==> src/rtl/alu_op_sequencer.sv <==
// alu_op_sequencer: assembles an opcode byte plus two little-endian operands
// from a byte stream, issues them to the ALU over valid/ready, waits for the
// ALU's done pulse, and holds the result until the host acknowledges it.
// Protocol errors are reported on err_code.
module alu_op_sequencer #(
  parameter int WIDTH   = 8,
  parameter int TIMEOUT = 16
) (
  input  logic             clk,
  input  logic             rst,
  input  logic [7:0]       in_data,
  input  logic             in_valid,
  output logic [3:0]       alu_op,
  output logic [WIDTH-1:0] alu_a,
  output logic [WIDTH-1:0] alu_b,
  output logic             alu_valid,
  input  logic             alu_ready,
  input  logic             alu_done,
  input  logic [WIDTH-1:0] alu_result,
  input  logic [3:0]       alu_flags,
  output logic [WIDTH-1:0] res_data,
  output logic [3:0]       res_flags,
  output logic             res_valid,
  input  logic             res_ack,
  output logic             busy,
  output logic [1:0]       err_code
);

  localparam int NB = WIDTH / 8;
  localparam int CW = (NB > 1) ? $clog2(NB) : 1;
  localparam int TW = $clog2(TIMEOUT + 1);
  localparam logic [CW-1:0] BYTE_LAST = CW'(NB - 1);
  localparam logic [TW-1:0] TO_LAST   = TW'(TIMEOUT - 1);

  localparam logic [1:0] ERR_NONE    = 2'b00;
  localparam logic [1:0] ERR_HEADER  = 2'b01;
  localparam logic [1:0] ERR_TIMEOUT = 2'b10;
  localparam logic [1:0] ERR_OVERRUN = 2'b11;

  typedef enum logic [2:0] {
    S_OP, S_LDA, S_LDB, S_ISSUE, S_WAIT, S_OUT
  } state_t;

  state_t        state;
  logic [CW-1:0] byte_cnt;
  logic [TW-1:0] to_cnt;
  logic          overrun;

  // Handshake strobes decode straight from the state register.
  assign alu_valid = (state == S_ISSUE);
  assign res_valid = (state == S_OUT);
  assign busy      = (state != S_OP);

  // A byte arriving while an operation is in flight is dropped and flagged.
  assign overrun = in_valid && (state inside {S_ISSUE, S_WAIT, S_OUT});

  // Sequencer FSM, operand assembly, result capture and error tracking.
  always_ff @(posedge clk) begin
    if (rst) begin
      state     <= S_OP;
      byte_cnt  <= '0;
      to_cnt    <= '0;
      alu_op    <= '0;
      alu_a     <= '0;
      alu_b     <= '0;
      res_data  <= '0;
      res_flags <= '0;
      err_code  <= ERR_NONE;
    end else begin
      // Overrun is recorded first so a timeout on the same edge wins.
      if (overrun) err_code <= ERR_OVERRUN;

      case (state)
        S_OP: begin
          if (in_valid) begin
            if (in_data[7:4] == 4'h0) begin
              alu_op   <= in_data[3:0];
              err_code <= ERR_NONE;
              byte_cnt <= '0;
              state    <= S_LDA;
            end else begin
              err_code <= ERR_HEADER;
            end
          end
        end

        S_LDA: begin
          if (in_valid) begin
            for (int i = 0; i < NB; i++)
              if (byte_cnt == CW'(i)) alu_a[8*i +: 8] <= in_data;
            if (byte_cnt == BYTE_LAST) begin
              byte_cnt <= '0;
              state    <= S_LDB;
            end else begin
              byte_cnt <= byte_cnt + 1'b1;
            end
          end
        end

        S_LDB: begin
          if (in_valid) begin
            for (int i = 0; i < NB; i++)
              if (byte_cnt == CW'(i)) alu_b[8*i +: 8] <= in_data;
            if (byte_cnt == BYTE_LAST) begin
              byte_cnt <= '0;
              state    <= S_ISSUE;
            end else begin
              byte_cnt <= byte_cnt + 1'b1;
            end
          end
        end

        S_ISSUE: begin
          if (alu_ready) begin
            to_cnt <= '0;
            state  <= S_WAIT;
          end
        end

        // WAIT lasts at most TIMEOUT cycles; done on the final cycle still wins.
        S_WAIT: begin
          if (alu_done) begin
            res_data  <= alu_result;
            res_flags <= alu_flags;
            state     <= S_OUT;
          end else if (to_cnt == TO_LAST) begin
            err_code <= ERR_TIMEOUT;
            state    <= S_OP;
          end else begin
            to_cnt <= to_cnt + 1'b1;
          end
        end

        S_OUT: begin
          if (res_ack) state <= S_OP;
        end

        default: state <= S_OP;
      endcase
    end
  end

endmodule

==> config.mk <==
export PLATFORM = sky130hd
export DESIGN_NAME = alu_op_sequencer
export DESIGN_NICKNAME = d
export VERILOG_FILES = /design/src/rtl/alu_op_sequencer.sv
export SDC_FILE = /design/constraint.sdc
export NUM_CORES = 1
export LEC_CHECK = 0
export CAP_MARGIN = 40
export CORE_UTILIZATION = 44
export CTS_BUF_LIST = sky130_fd_sc_hd__clkbuf_16
export DETAILED_ROUTE_END_ITERATION = 12
export GPL_TIMING_DRIVEN = 0
export PLACE_DENSITY = 0.9
export SKIP_CTS_REPAIR_TIMING = 1
export SKIP_LAST_GASP = 1
export SLEW_MARGIN = 25
export SYNTH_ARGS = -nofsm -noshare
export SYNTH_HDL_FRONTEND = slang
export SYNTH_SLANG_ARGS = --single-unit
==> constraint.sdc <==
create_clock -name clk -period 2.4 [get_ports clk]
set_clock_uncertainty 0.2 [all_clocks]
set_input_delay 0.72 -clock clk [delete_from_list [all_inputs] [get_ports clk]]
set_output_delay 0.72 -clock clk [all_outputs]
set_load 0.05 [all_outputs]
# After elaboration in Yosys (flattened, before gate mapping)
# Cells that the tools add are included.
# word_totals
register_bits,43
in_bits,26
word_cells,71
# classes
addsub,2
eq_ne,18
mux,26
bitwise_logic,1
reduce_logical,15
# ops
operator,count
3-bit two-way mux,10
3-bit case mux with 6 select lines,1
"2-bit inequality test, second input constant",8
5-bit two-way mux,3
5-bit case mux with 2 select lines,1
3-bit AND reduction,3
9-bit AND reduction,1
2-bit two-way mux,4
4-bit AND reduction,2
"3-bit by 2-bit == test with 1-bit output, second input constant",2
"3-bit == test, second input constant",2
"2-bit by 1-bit inequality test with 1-bit output, second input constant",3
3-bit nonzero test,2
"5-bit by 1-bit adder with 5-bit output, second input constant",1
"5-bit by 4-bit == test with 1-bit output, second input constant",1
1-bit two-way mux,5
4-bit zero test,1
2-bit case mux with 2 select lines,1
2-bit nonzero test,2
"3-bit by 1-bit == test with 1-bit output, second input constant",1
3-bit zero test,1
"3-bit by 2-bit inequality test with 1-bit output, second input constant",1
1-bit case mux with 2 select lines,1
2-bit AND reduction,1
4 further kinds,4

# Logic depth before layout (Yosys ltp)
# Gate-level depths: netlist of run 1.
# logic_depth
word_depth,7
depth_mapped,7

# Least setup slack after synthesis of run 1
# Ideal clock, no wire load.
# synth_timing
path_type,register -> output
from,register state[2]
to,output port alu_valid
arrival_ns,1.088
t_required_ns,1.480
setup_slack_ns,0.392
stages_incl_launch_ff,4
n_path_buf,1
cell_sequence,dfxtp_1 buf_2 nor2b_1 and2_1
# synth_between
elab_chain_len,1
# synth_lines
item,line,rtl
start: declaration,44,state_t state;
start signal: assignment,60,state <= S_OP;
start signal: assignment,80,state <= S_LDA;
start signal: assignment,93,state <= S_LDB;
3-bit by 2-bit == test with 1-bit output,50,assign alu_valid = (state == S_ISSUE);
end: declaration,16,"output logic alu_valid,"
# No other way between the ends.

# Final worst setup path of run 1
# layout_timing
from,register alu_a[7]
to,output port alu_a[7]
# layout_rtl
item,line,rtl
start: declaration,14,"output logic [WIDTH-1:0] alu_a,"
start signal: indexed assignment,90,if (byte_cnt == CW'(i)) alu_a[8*i +: 8] <= in_data;
# No word-level cell between the ends.

==> results of run 1 <==
registers in the layout, summed over array words and instances, names as in the netlist:
register	cells
alu_b	8
res_data	8
alu_a	8
state	3
res_flags	4
alu_op	4
to_cnt	5
err_code	2
metal layers:
| layer | vias up | global-route usage, % | wire length, um |
|---|---|---|---|
| met3 | 11 | 9.55 | 360 |
| li1 | 824 | - | - |
| met1 | 767 | 24.3 | 1780 |
| met4 | 0 | 8.70 | 98 |
| met2 | 54 | 38.9 | 2160 |
| met5 | - | 0 | 0 |
metrics by stage:
step | setup slack (ps) | utilization, % | setup TNS (ps) | hold WS, ps | power, mW
5_1_grt | -13.6 | 68.4 | -21.9 | 279 | 2.19
4_1_cts | -510 | 68.4 | -1420 | 254 | 2.10
3_3_place_gp | -185 | 64.8 | -1840 | 241 | 1.46
6_report | 46.3 | 68.4 | 0 | 254 | 2.09
3_5_place_dp | -207 | 64.8 | -2250 | 247 | 1.48
2_1_floorplan | 392 | - | 0 | 252 | 1.27
logic make-up (layout without fill, tap and decap cells):
family	count (synthesis)	count (layout)
simple gates	87	87
flops	42	42
compound gates	39	39
buf+inv	20	87
mux	12	12
fa+ha+maj	2	2
xor+xnor	2	2
final timing paths:
path                     startpoint                endpoint  slack (ps)
max reg2reg  to_cnt[0]$_SDFFE_PP0P_  to_cnt[2]$_SDFFE_PP0P_         380
min           alu_a[2]$_SDFFE_PP0P_   alu_a[2]$_SDFFE_PP0P_         250
min reg2reg   alu_a[2]$_SDFFE_PP0P_   alu_a[2]$_SDFFE_PP0P_         250
max           alu_a[7]$_SDFFE_PP0P_                alu_a[7]          50
power by group through the flow:
| stage | clock network, mW | registers (mW) | logic (mW) |
|---|---|---|---|
| 2_1_floorplan | 0 | 0.940 | 0.326 |
| 3_3_place_gp | 0 | 0.809 | 0.655 |
| 3_5_place_dp | 0 | 0.812 | 0.669 |
| 4_1_cts | 0.633 | 0.798 | 0.673 |
| 5_1_grt | 0.668 | 0.810 | 0.710 |
| 6_report | 0.622 | 0.802 | 0.663 |
cells in the final DEF (no fill, tap or decap), drive strengths merged, types with 2 or more instances in the layout:
cell type and count:
nor3 3, dlymetal6s2s 3, nand3 3, o21ai 2, nor4 3, nor2 18
or4b 2, or3 2, inv 7, mux2i 12, and3 2, buf 7
clkbuf 14, o31ai 2, nand2 42, dfxtp 42, clkinv 2, clkdlybuf4s50 54
a21oi 26, and2 2, ha 2, nor2b 2
cell type report:
cell class / instances / area [sq um] / area share, %
Clock buffer: 5 / 125 / 4.85
Sequential cell: 42 / 842 / 32.6
Tap cell: 48 / 60.1 / 2.33
Multi-Input combinational cell: 142 / 863 / 33.5
Timing Repair Buffer: 60 / 596 / 23.1
Clock inverter: 2 / 10.0 / 0.388
Buffer: 13 / 57.6 / 2.23
Inverter: 7 / 26.3 / 1.02
==> reports/qor.txt, run 1 <==
outcome: finished clean
grt ovf: 0
first-pass GRT wire length: 7.45 mm
Max FO, Critical Path: 2
portion of total power attributed to combinational logic: 31.8%
largest family of logic cells by synthesized area: simple AND/OR/NAND/NOR gates
top cells by area, synth: dfxtp_1, nand2_1, a21oi_1, mux2i_1, nor2_1
largest net degree at the start of global routing: 13
CP startpoint kind: register
post-synthesis async set-or-reset flop share: 0%
Req. time, crit path: 1480 ps
design area: 2580 sq um
# placed instances: 312
Slew headroom: 64.3%
Starting Density: 47.3%
net count after synthesis: 232
Synth Area in Compound Gates: 14.2%
Psw: 0.716 mW
Max Cap Viol: 0
DRC viols: 0
vias in the first global route: 1705
fill cell count: 293
Period Utilization, post-route: 98.1%
multiplexer area fraction after synthesis: 6.74%
final setup fails: 0
Post-Syn Area: 1780 sq um
static leakage: 1.00 nW
HPWL after DPL: 3.21 mm
Hold Crit Depth: 2
worst hold path class: reg -> reg
Pre-Repair DR Iteration Count: 4
P&R area growth vs syn: 44.7%
cells along the critical path: clkdlybuf4s50_1
Cell Rows: 22
Worst-Skew Late Latency: 280 ps
slowest CP cell: clkdlybuf4s50_1
Int Pwr: 1.37 mW
Top FF cell, synth: dfxtp_1
Simple-Gate Fraction of Synth Area: 24.8%
antenna violations before repair: 0
CP Class: reg -> out
Crit path buffers/inverters: 1
DR iter-0 viols: 96
share of cells above drive strength 1: 9.23%
core area: 3770 sq um
post-synthesis sequential area ratio: 47.2%
Die ar.: 4310 sq um
Pwr per Cell Area: 809 nW/um^2
Vias/cell: 5.19
EDFF count, synth: 0
ANT cells: 0
drt total wl: 4.40 mm
share of power burned in registers: 38.4%
CTS tree: built
Final ANT Viol Nets: 0
delay-heaviest family, CP: buffers and inverters
CTS buffer count: 5
post-layout net count: 299
Post-synth top cells: dfxtp_1, nand2_1, a21oi_1
Die Wd: 65.7 um
actual slew at the worst max-slew pin: 534 ps
r2r worst-path depth: 7
Fin. Hold Viols: 0
Max clock buf depth: 2
placed inst area: 2440 sq um
count of buffers from port buffering: 60
min cycle time layout: 2350 ps
maximum vdd drop: 0.474 mV
Synth area leader: dfxtp_1
RSZ-0062 raised after global routing: true
Mapped Avg Cell Area: 8.74 sq um
Final Max Tran Viols: 0
Post-Synth XOR/XNOR Area: 0.982%
die height: 65.7 um
vias: 1656
Ports: 63
Sw Ratio: 34.3%
crit end category: output pin
Layout Cells excl Fill: 319
highest clock rate: 425 MHz
Placer Congestion: 0.804
CP Depth: 1
Post-Synth Adder-Cell Area: 1.40%
clk sinks: 42
YS warnings: 0
Synth Register Bits: 42
root buffer cell: clkbuf_16
Yosys top cell area share: 47.2%
CTS clock-pin slew for the worst setup and hold paths: 60 ps
Tot GR Track Use: 22.6%
H-tree levels: 2
per-cell routed wire length: 13.8 um
Synth cell types: 45
clock share of power: 29.8%
Post-Syn Instances: 204
CP arrival: 1430 ps
slowest stage delay, CP: 820 ps
Note: power is estimated with default switching activity, not from simulation.
==> run 2, diff against run 1 <==
Settings changed: REMOVE_ABC_BUFFERS set to 1.
==> run 2 against run 1 <==
Compared with the run above:
- combinational power fell by 9.0%
- clock power up 3%
- global-route usage shrank 2.4 points
- maximum frequency fell by 0.11%
- setup slack got worse by 2.6 ps
- via count is 3.6% lower
- critical path depth unchanged
- design area fell by 0.73%
- highest routed layer unchanged
==> reports/qor.txt, run 2 (same netlist as run 1, synthesis figures left out) <==
highest clock rate: 424 MHz (-0.11%)
count of buffers from port buffering: 62 (+3.3%)
DR iter-0 viols: 86 (-10%)
delay-heaviest family, CP: buffers and inverters
final setup fails: 0 (unchanged)
largest net degree at the start of global routing: 42 (+29)
fill cell count: 306 (+4.4%)
Max FO, Critical Path: 2 (unchanged)
Worst R2R Start: to_cnt[0]$_SDFFE_PP0P_
HPWL after DPL: 2.80 mm (-13%)
Req. time, crit path: 1480 ps (about the same)
Starting Density: 47.3% (unchanged)
RSZ-0062 raised after global routing: true
DRC viols: 0 (unchanged)
CP Class: reg -> out
vias in the first global route: 1510 (-11%)
Vias/cell: 5.15 (-0.76%)
Cell Rows: 22 (unchanged)
core area: 3770 sq um (unchanged)
Worst-Skew Late Latency: 280 ps (about the same)
CTS clock-pin slew for the worst setup and hold paths: 60 ps (about the same)
Fin. Hold Viols: 0 (unchanged)
per-cell routed wire length: 13.4 um (-3.0%)
Max Cap Viol: 0 (unchanged)
H-tree levels: 2 (unchanged)
Top Registers: alu_a x8, alu_b x8, res_data x8
Slew headroom: 51.2% (-13 points)
drt total wl: 4.15 mm (-5.7%)
min cycle time layout: 2360 ps (+2.64 ps)
crit end category: output pin
worst hold path class: reg -> reg
CTS tree: built
CP arrival: 1440 ps (about the same)
vias: 1597 (-3.6%)
Period Utilization, post-route: 98.2% (+0.11 points)
CP Depth: 1 (unchanged)
post-layout net count: 289 (-3.3%)
pre-CTS setup slack: -404 ps (-198 ps)
Worst R2R Setup Slack: 370 ps (about the same)
slowest CP cell: clkdlybuf4s50_1
CP startpoint: alu_b[3]$_SDFFE_PP0P_
worst setup path endpoint: alu_b[3]
Ports: 63 (unchanged)
commonest non-fill, non-tap cells in the layout: clkdlybuf4s50_1, nand2_1, dfxtp_1
cells along the critical path: clkdlybuf4s50_1
Final ANT Viol Nets: 0 (unchanged)
most common cell after layout, fill and taps aside: clkdlybuf4s50_1
Pre-Repair DR Iteration Count: 5 (+1)
Pwr per Cell Area: 812 nW/um^2 (+0.38%)
grt ovf: 0 (unchanged)
P&R area growth vs syn: 43.6%
r2r worst-path depth: 7 (unchanged)
antenna violations before repair: 0 (unchanged)
clk sinks: 42 (unchanged)
CP startpoint kind: register
Reg2Reg Capture Point: to_cnt[2]$_SDFFE_PP0P_
Die Wd: 65.7 um (unchanged)
actual slew at the worst max-slew pin: 732 ps (+197 ps)
Final Max Tran Viols: 0 (unchanged)
die height: 65.7 um (unchanged)
first-pass GRT wire length: 6.69 mm (-10%)
Placer Congestion: 0.749 (-6.9%)
share of cells above drive strength 1: 9.16% (-0.065 points)
slowest stage delay, CP: 810 ps (about the same)
Tot GR Track Use: 20.2% (-2.4 points)
root buffer cell: clkbuf_16
CTS buffer count: 5 (unchanged)
ANT cells: 0 (unchanged)
Crit path buffers/inverters: 1 (unchanged)
PnR worst setup slack: 43.6 ps (-2.64 ps)
maximum vdd drop: 0.485 mV (+2.4%)
Max clock buf depth: 2 (unchanged)
Power Total: 2.08 mW (-0.35%)
outcome: finished clean
Die ar.: 4310 sq um (unchanged)
static leakage: 0.967 nW (-3.6%)
run 2: cell types whose count changed in the layout (fill, tap and decap cells not counted), moves of 2 or more:
cell / delta
clkbuf_1: -7
dfxtp_1: -2
buf_2: -4
clkdlybuf4s50_1: +2
run 2: how the worst min path moves through the flow:
stage / from / end / slack [ps] / cells past startpoint
6_report: res_data[3]$_SDFFE_PP0P_ / res_data[3]$_SDFFE_PP0P_ / 250 / 2
5_1_grt: res_data[6]$_SDFFE_PP0P_ / res_data[6]$_SDFFE_PP0P_ / 270 / 2
4_1_cts: res_data[1]$_SDFFE_PP0P_ / res_data[1]$_SDFFE_PP0P_ / 260 / 2
3_5_place_dp: res_data[4]$_SDFFE_PP0P_ / res_data[4]$_SDFFE_PP0P_ / 250 / 2
3_3_place_gp: res_data[0]$_SDFFE_PP0P_ / res_data[0]$_SDFFE_PP0P_ / 240 / 2
2_1_floorplan: to_cnt[3]$_SDFFE_PP0P_ / to_cnt[3]$_SDFFE_PP0P_ / 250 / 2
run 2: metal layers:
metal | track usage [%] | part of all wire (%)
met1 | 24.3 | 44
met2 | 32.7 | 47
met3 | 9.20 | 8.3
met4 | 4.62 | 0.46
met5 | 0 | 0
run 2: stage by stage:
| stage | setup TNS, ps | area [sq um] | std cells | hold slack [ps] | util [%] |
|---|---|---|---|---|---|
| after floorplan | 0 | 1730 | 191 | 252 | - |
| after global placement | -14360 | 2410 | 301 | 242 | 63.8 |
| after detailed placement | -4960 | 2410 | 302 | 248 | 63.9 |
| after CTS | -1960 | 2550 | 310 | 255 | 67.6 |
| after global routing | -89.8 | 2560 | 310 | 273 | 67.9 |
| final | 0 | 2560 | 310 | 253 | 67.9 |
run 2: cell type report:
| class | count | area [sq um] | share of cell area, % |
|---|---|---|---|
| tap | 48 | 60.1 | 2.34 |
| timing repair buffer | 63 | 621 | 24.2 |
| clock inverter | 3 | 16.3 | 0.635 |
| multi-input combinational | 142 | 866 | 33.8 |
| clock buffer | 5 | 125 | 4.89 |
| sequential | 42 | 847 | 33.1 |
| inverter | 7 | 26.3 | 1.03 |
run 2: power by group:
part,leakage (nW),switching [mW],internal (mW)
registers,0.341,0.0750,0.760
logic,0.559,0.379,0.224
clock network,0.0672,0.262,0.379
